**src/rtl/alu_operand_fetch.sv**
```systemverilog
// Operand fetch stage for the 16-bit ALU: 8-entry register file, two-cycle
// operand read through one port, B-path shifter and A/B source selects.
module alu_operand_fetch #(
    parameter int data_width = 16
) (
    input  logic                  clk,
    input  logic                  rst_n,
    input  logic                  write,
    input  logic [2:0]            writenum,
    input  logic [data_width-1:0] data_in,
    input  logic                  start,
    input  logic [2:0]            rn,
    input  logic [2:0]            rm,
    input  logic [1:0]            shift,
    input  logic                  asel,
    input  logic                  bsel,
    input  logic [data_width-1:0] sximm5,
    input  logic [1:0]            ALUop_in,
    input  logic                  ack,
    output logic [data_width-1:0] Ain,
    output logic [data_width-1:0] Bin,
    output logic [1:0]            ALUop,
    output logic                  valid,
    output logic                  busy
);

    typedef enum logic [1:0] {IDLE, RD_A, RD_B, VALID} state_t;

    state_t                state, state_next;
    logic                  load_cmd;

    logic [data_width-1:0] regs [8];
    logic [data_width-1:0] a_reg, b_reg;

    logic [2:0]            rn_q, rm_q;
    logic [1:0]            shift_q;
    logic                  asel_q, bsel_q;
    logic [data_width-1:0] sximm5_q;
    logic [1:0]            aluop_q;

    logic [2:0]            rd_idx;
    logic [data_width-1:0] rd_data;

    function automatic logic [data_width-1:0] shift_b(
        input logic [data_width-1:0] v,
        input logic [1:0]            sh
    );
        case (sh)
            2'b01:   shift_b = {v[data_width-2:0], 1'b0};
            2'b10:   shift_b = {1'b0, v[data_width-1:1]};
            2'b11:   shift_b = {v[data_width-1], v[data_width-1:1]};
            default: shift_b = v;
        endcase
    endfunction

    // Single read port: RD_A reads rn, every other state points at rm.
    // A same-cycle write to the addressed register is forwarded.
    always_comb begin
        rd_idx  = (state == RD_A) ? rn_q : rm_q;
        rd_data = (write && (writenum == rd_idx)) ? data_in : regs[rd_idx];
    end

    // NOTE: every signal written here gets a default first, so no path leaves
    // a value unassigned and no latch is inferred.
    always_comb begin
        state_next = state;
        load_cmd   = 1'b0;
        case (state)
            IDLE: begin
                if (start) begin
                    load_cmd   = 1'b1;
                    state_next = RD_A;
                end
            end
            RD_A:  state_next = RD_B;
            RD_B:  state_next = VALID;
            VALID: begin
                if (ack) begin
                    if (start) begin
                        load_cmd   = 1'b1;
                        state_next = RD_A;
                    end else begin
                        state_next = IDLE;
                    end
                end
            end
            default: state_next = IDLE;
        endcase
    end

    // NOTE: the register file is an architectural state that must read zero
    // after reset, so it is reset here rather than left as an uninitialised RAM.
    always_ff @(posedge clk or negedge rst_n) begin
        if (!rst_n) begin
            for (int i = 0; i < 8; i++) regs[i] <= '0;
        end else if (write) begin
            regs[writenum] <= data_in;
        end
    end

    // NOTE: state is updated with non-blocking assignments so every register
    // samples pre-edge values regardless of statement order.
    always_ff @(posedge clk or negedge rst_n) begin
        if (!rst_n) begin
            state    <= IDLE;
            a_reg    <= '0;
            b_reg    <= '0;
            rn_q     <= '0;
            rm_q     <= '0;
            shift_q  <= '0;
            asel_q   <= 1'b0;
            bsel_q   <= 1'b0;
            sximm5_q <= '0;
            aluop_q  <= '0;
        end else begin
            state <= state_next;
            if (load_cmd) begin
                rn_q     <= rn;
                rm_q     <= rm;
                shift_q  <= shift;
                asel_q   <= asel;
                bsel_q   <= bsel;
                sximm5_q <= sximm5;
                aluop_q  <= ALUop_in;
            end
            if (state == RD_A) a_reg <= rd_data;
            if (state == RD_B) b_reg <= shift_b(rd_data, shift_q);
        end
    end

    assign Ain   = asel_q ? '0 : a_reg;
    assign Bin   = bsel_q ? sximm5_q : b_reg;
    assign ALUop = aluop_q;
    assign valid = (state == VALID);
    assign busy  = (state != IDLE);

endmodule
```
**config.mk**
```make
export PLATFORM = sky130hd
export DESIGN_NAME = alu_operand_fetch
export DESIGN_NICKNAME = d
export VERILOG_FILES = /design/src/rtl/alu_operand_fetch.sv
export SDC_FILE = /design/constraint.sdc
export NUM_CORES = 1
export LEC_CHECK = 0
export CAP_MARGIN = 20
export CORE_ASPECT_RATIO = 0.75
export CORE_MARGIN = 1
export CORE_UTILIZATION = 25
export DETAILED_ROUTE_END_ITERATION = 8
export HOLD_SLACK_MARGIN = 0.02
export SLEW_MARGIN = 5
export SYNTH_ARGS = -nofsm -noshare
export SYNTH_HDL_FRONTEND = slang
export SYNTH_SLANG_ARGS = --single-unit
```
**constraint.sdc**
```tcl
create_clock -name clk -period 5.9 [get_ports clk]
set_input_delay 0.59 -clock clk [delete_from_list [all_inputs] [get_ports clk]]
set_output_delay 0.59 -clock clk [all_outputs]
set_load 0.03 [all_outputs]
```
==> results of run 1 <==
-- logic make-up after synthesis --
family,Yosys count
compound gates,235
xor+xnor,3
fa+ha+maj,5
buf+inv,103
flops,190
mux,202
simple gates,255
-- synth_stat cells (3+ instances only) --
cell type | count | share of area
ha_1 | 5 | 0.0059
nand2b_1 | 19 | 0.011
o21ai_1 | 11 | 0.0052
o21ai_0 | 55 | 0.026
nor2_1 | 95 | 0.034
mux2i_1 | 23 | 0.022
o21a_1 | 3 | 0.0021
o211ai_1 | 33 | 0.023
a21oi_1 | 25 | 0.012
o2bb2ai_1 | 5 | 0.0041
or3_1 | 8 | 0.0047
o22ai_1 | 17 | 0.010
nand2_1 | 50 | 0.018
a32o_1 | 9 | 0.0085
clkbuf_1 | 35 | 0.012
nand4b_1 | 3 | 0.0025
o21bai_1 | 3 | 0.0021
o311ai_1 | 3 | 0.0025
nor2b_1 | 24 | 0.014
inv_1 | 9 | 0.0032
buf_1 | 3 | 0.0011
nand3_1 | 17 | 0.0080
a31oi_1 | 7 | 0.0041
a221oi_1 | 4 | 0.0033
dfrtp_1 | 190 | 0.45
o31a_1 | 8 | 0.0066
nor3_1 | 25 | 0.012
buf_6 | 12 | 0.013
mux2_2 | 176 | 0.19
o221ai_1 | 11 | 0.0091
buf_4 | 7 | 0.0050
buf_2 | 33 | 0.016
a221o_1 | 18 | 0.017
-- worst paths after layout --
check	start	end	slack, ps	cells after the start
min in group clk	a_reg[1]	a_reg[1]	490	1
setup reg to reg	state[1]	b_reg[11]	2010	9
hold / removal	rst_n	regs[111]	200	1
max in group asynchronous	rst_n	rm_q[1]	4340	2
hold reg to reg	a_reg[1]	a_reg[1]	490	1
setup / recovery	state[1]	b_reg[11]	2010	9
-- critical path, stage by stage (launching register included) --
cell and delay (ps):
dfrtp_1 430, inv_1 120, ha_2 280, buf_4 690, mux2i_4 500, buf_4 500, nor3_1 100, o32ai_1 750
nor2_1 130, a2111oi_2 240
-- area by class of cell --
| cell class | instances | area [um2] |
|---|---|---|
| fillers | 4226 | 28900 |
| multi-input cells | 700 | 5290 |
| flip-flops and latches | 190 | 4760 |
| repair buffers | 106 | 1020 |
| well taps | 561 | 702 |
| clock buffers | 25 | 505 |
| clock inverters | 5 | 56.3 |
| inverters | 12 | 52.6 |
-- metal layers --
| layer | up-vias | wire length [um] | track usage |
|---|---|---|---|
| li1 | 3703 | - | - |
| met1 | 4228 | 15200 | 0.222 |
| met2 | 322 | 13600 | 0.211 |
| met3 | 25 | 2150 | 0.0291 |
| met4 | 0 | 272 | 0.0336 |
| met5 | - | 0 | 0 |
-- stage by stage --
step                       util  instance area (um2)  worst slack [ps]  total power [uW]  hold WS (ps)
after floorplan               -                10600              3570              4910           294
after global placement    0.286                11800              2240              5900           467
after detailed placement  0.287                11800              2150              5970           471
after CTS                 0.300                12400              2130              7140           233
after global routing      0.300                12400              1860              7570           277
final                     0.300                12400              2010              7140           204
-- power groups by stage --
| stage | registers, uW | logic (uW) | clock network [uW] |
|---|---|---|---|
| after floorplan | 1910 | 2990 | 0 |
| after global placement | 2090 | 3820 | 0 |
| after detailed placement | 2090 | 3870 | 0 |
| after CTS | 2070 | 3890 | 1170 |
| after global routing | 2140 | 4210 | 1230 |
| final | 2080 | 3910 | 1150 |
==> flow_summary.yaml, run 1 <==
run_status:
  status: "completed"
worst_setup_path:
  critPathLaunchType: "register"
  arrival_ps: 4220
  endpoint_kind: "register"
  worst-path-max-fanout: 73
  cp_data_required_time_ps: 6230
  critPathKind: "reg2reg"
power_and_ir_drop:
  peakVddDrop_mv: 0.402
  p_per_area_nw_per_um2: 577
  p_sw_frac: 0.444
  clock_power_share: 0.161
  combPwrFrac: 0.547
  internal_power_uw: 3970
  leakage_uw: 0.00487
  switchingPower_uw: 3170
  p_seq_frac: 0.292
clock_tree:
  clkSlewWorstSetupHoldPaths_ps: 70
  cts_resized: 0
  cts.path.max_buffers: 2
  cts-root-buf: "clkbuf_16"
  cts_sinks: 190
  post_cts_buffers: 0
  cts_made_buffers: 17
  tritoncts: "done"
  htree_levels: 4
  holdBufCountCts: 0
  clock_latency_ps: 450
global_route:
  grt_first_pass_wirelength_um: 49300
  overflow: 0
  antenna_found_initial: 0
  grt_pass1_vias: 8105
  grt_max_degree: 90
  grt_use_total: 0.147
finish:
  layout_commonest_cell: "dfrtp_1"
  top_register: "regs"
  drive_gt1_frac: 0.242
  n_antenna_cell: 0
  final_net_count: 1084
  final_cell_mix: "dfrtp_1, mux2_2, nor2_1"
  largest_reg_flops: 128
  final_cells: 1599
  areaGrowthSynthToFinish_pct: 17.0
floorplan:
  io_pins: 88
  die_h_um: 180
  dieArea_um2: 43100
  dieWidth_um: 240
  start_util: 0.256
  coreArea_um2: 41200
  fp-row-count: 64
placement:
  dp_cells: 1569
  dpl.hpwl_um: 20100
  portBuffers: 87
  gp_congestion: 0.801
synthesis:
  synth.avg_cell_area_um2: 10.7
  synthAdderAreaFrac: 0.00591
  ys_types: 69
  synth_ff_type: "dfrtp_1"
  muxShareOfSynthArea: 0.214
  synth-compound-area-share: 0.158
  yosys.area_share.xor_xnor: 0.00390
  seq_area_frac_synth: 0.449
  synth_area_um2: 10600
  synth_top_family_by_area: "multiplexers"
  synth-seq-cells: 190
  synthSimpleGateAreaFrac: 0.116
  netlist_instances: 993
  synth_nets: 1050
  synth_async_sr_flop_share: 1.00
  synth-edff-count: 0
  yosys_warnings: 0
sta:
  hold_viol: 0
  fin_skew_ps: 8.38
  tightest_slew_ps: 1050
  fmax_mhz: 257
  setup_tns_ps: 0
  fin_crit_ps: 3890
  relSlewSlack: 0.297
  grt_setup_unrepaired: "false"
  finalSetupViolations: 0
  slew_violations: 0
  fin_crit_sh: 0.659
drt:
  drc: 0
  viasPerCell: 5.18
  totalWireLength_um: 31300
  first_iter_violations: 721
  vias: 8278
  antenna_left: 0
  first_pass_iters: 6
  post_drt_wl_per_cell_um: 19.6
job:
  cap_violations: 0
worst_hold_path:
  min_path_type: "in2async"
Note: power is estimated with default switching activity, not from simulation.
==> inputs of run 2 (changes only) <==
- clock period: 5.9 -> 3.4 ns (I/O delays scaled with it)
==> flow_summary.yaml, run 2 (same netlist as run 1, synthesis figures left out) <==
run_status:
  status: "completed"
clock_tree:
  clock_latency_ps: 450
  holdBufCountCts: 1
  cts_made_buffers: 17
  cts.path.max_buffers: 2
  cts-root-buf: "clkbuf_16"
  cts_sinks: 190
  tritoncts: "done"
  htree_levels: 4
  clkSlewWorstSetupHoldPaths_ps: 70
  post_cts_buffers: 0
  cts_resized: 0
finish:
  areaGrowthSynthToFinish_pct: 18.8
  layout_commonest_cell: "dfrtp_1"
  top_register: "regs"
  final_net_count: 1100
  largest_reg_flops: 128
  drive_gt1_frac: 0.255
  n_fill_cell: 4182
  final_area_um2: 12600
  n_antenna_cell: 0
  final_cell_mix: "dfrtp_1, mux2_2, nor2_1"
  final_cells: 1617
sta:
  fin_crit_sh: 0.879
  fin_skew_ps: 8.11
  finalSetupViolations: 0
  relSlewSlack: 0.398
  fmax_mhz: 335
  fin_crit_ps: 2990
  setup_tns_ps: 0
  grt_setup_unrepaired: "false"
  hold_viol: 0
  tightest_slew_ps: 903
  slew_violations: 0
power_and_ir_drop:
  peakVddDrop_mv: 0.650
  p_per_area_nw_per_um2: 1000
  leakage_uw: 0.00496
global_route:
  grt_first_pass_wirelength_um: 49400
  grt_pass1_vias: 8111
  grt_max_degree: 82
  antenna_found_initial: 0
  grt_use_total: 0.146
  overflow: 0
worst_setup_path:
  critPathKind: "reg2reg"
  arrival_ps: 3320
  cp_data_required_time_ps: 3730
  rr_worst_depth: 9
  r2r_slack_ps: 410
  endpoint_kind: "register"
  r2r_start: "state[1]"
  worstReg2RegEnd: "b_reg[14]"
  critPathLaunchType: "register"
  worst-path-max-fanout: 11
placement:
  gp_congestion: 0.805
  portBuffers: 87
  dp_cells: 1584
  placed_area_um2: 12000
  dpl.hpwl_um: 20200
drt:
  antenna_left: 0
  post_drt_wl_per_cell_um: 19.2
  totalWireLength_um: 31100
  drc: 0
  vias: 8217
  first_iter_violations: 824
  viasPerCell: 5.08
  first_pass_iters: 5
floorplan:
  fp-row-count: 64
  dieArea_um2: 43100
  coreArea_um2: 41200
  die_h_um: 180
  io_pins: 88
  start_util: 0.256
  dieWidth_um: 240
worst_hold_path:
  min_path_type: "in2reg"
  hold_depth: 3
  hold_start: "rm[0]"
  hold_path_end: "rm_q[0]"
job:
  cap_violations: 0
-- run 2: critical path, cell delays in order (launching register included) --
cell and delay [ps]:
dfrtp_1 430, inv_1 130, ha_2 410, mux2_4 360
xnor2_2 180, nand4_2 410, o21a_1 280, a22oi_4 210
mux2i_1 110, a221o_1 340
-- run 2: layout make-up --
type                       instances  area, um2  area share
inverter                          12       52.6     0.00418
clock inverter                     8       80.1     0.00637
tap                              561        702      0.0559
sequential                       190       4760       0.379
clock buffer                      24        512      0.0407
timing repair buffer             122       1180      0.0937
multi-input combinational        700       5280       0.421
-- run 2: report_power, final --
part           switching, uW  internal [uW]  leakage, uW
Combinational           3970           2900      0.00240
Sequential               678           2970      0.00228
Clock                    912           1130     0.000284
-- run 2: worst max path at each step --
stage / from / to
finish: state[1] / b_reg[14]
global route: state[1] / b_reg[14]
CTS: state[1] / b_reg[14]
detailed placement: state[1] / b_reg[14]
global placement: state[1] / b_reg[14]
floorplan: state[1] / b_reg[14]
-- run 2: metrics by stage --
step                      utilization  setup WS, ps  hold slack [ps]  power (uW)
after floorplan                     -          1070             44.4        8510
after global placement          0.290           578              441       10300
after detailed placement        0.290           469              448       10500
after CTS                       0.305           435              439       12500
after global routing            0.305           253              473       13300
final                           0.305           411              459       12600
-- run 2: metal layers --
metal	GRT usage	share of wire
met5	0	0
met4	0.0351	0.0089
met3	0.0241	0.048
met2	0.213	0.43
met1	0.222	0.51
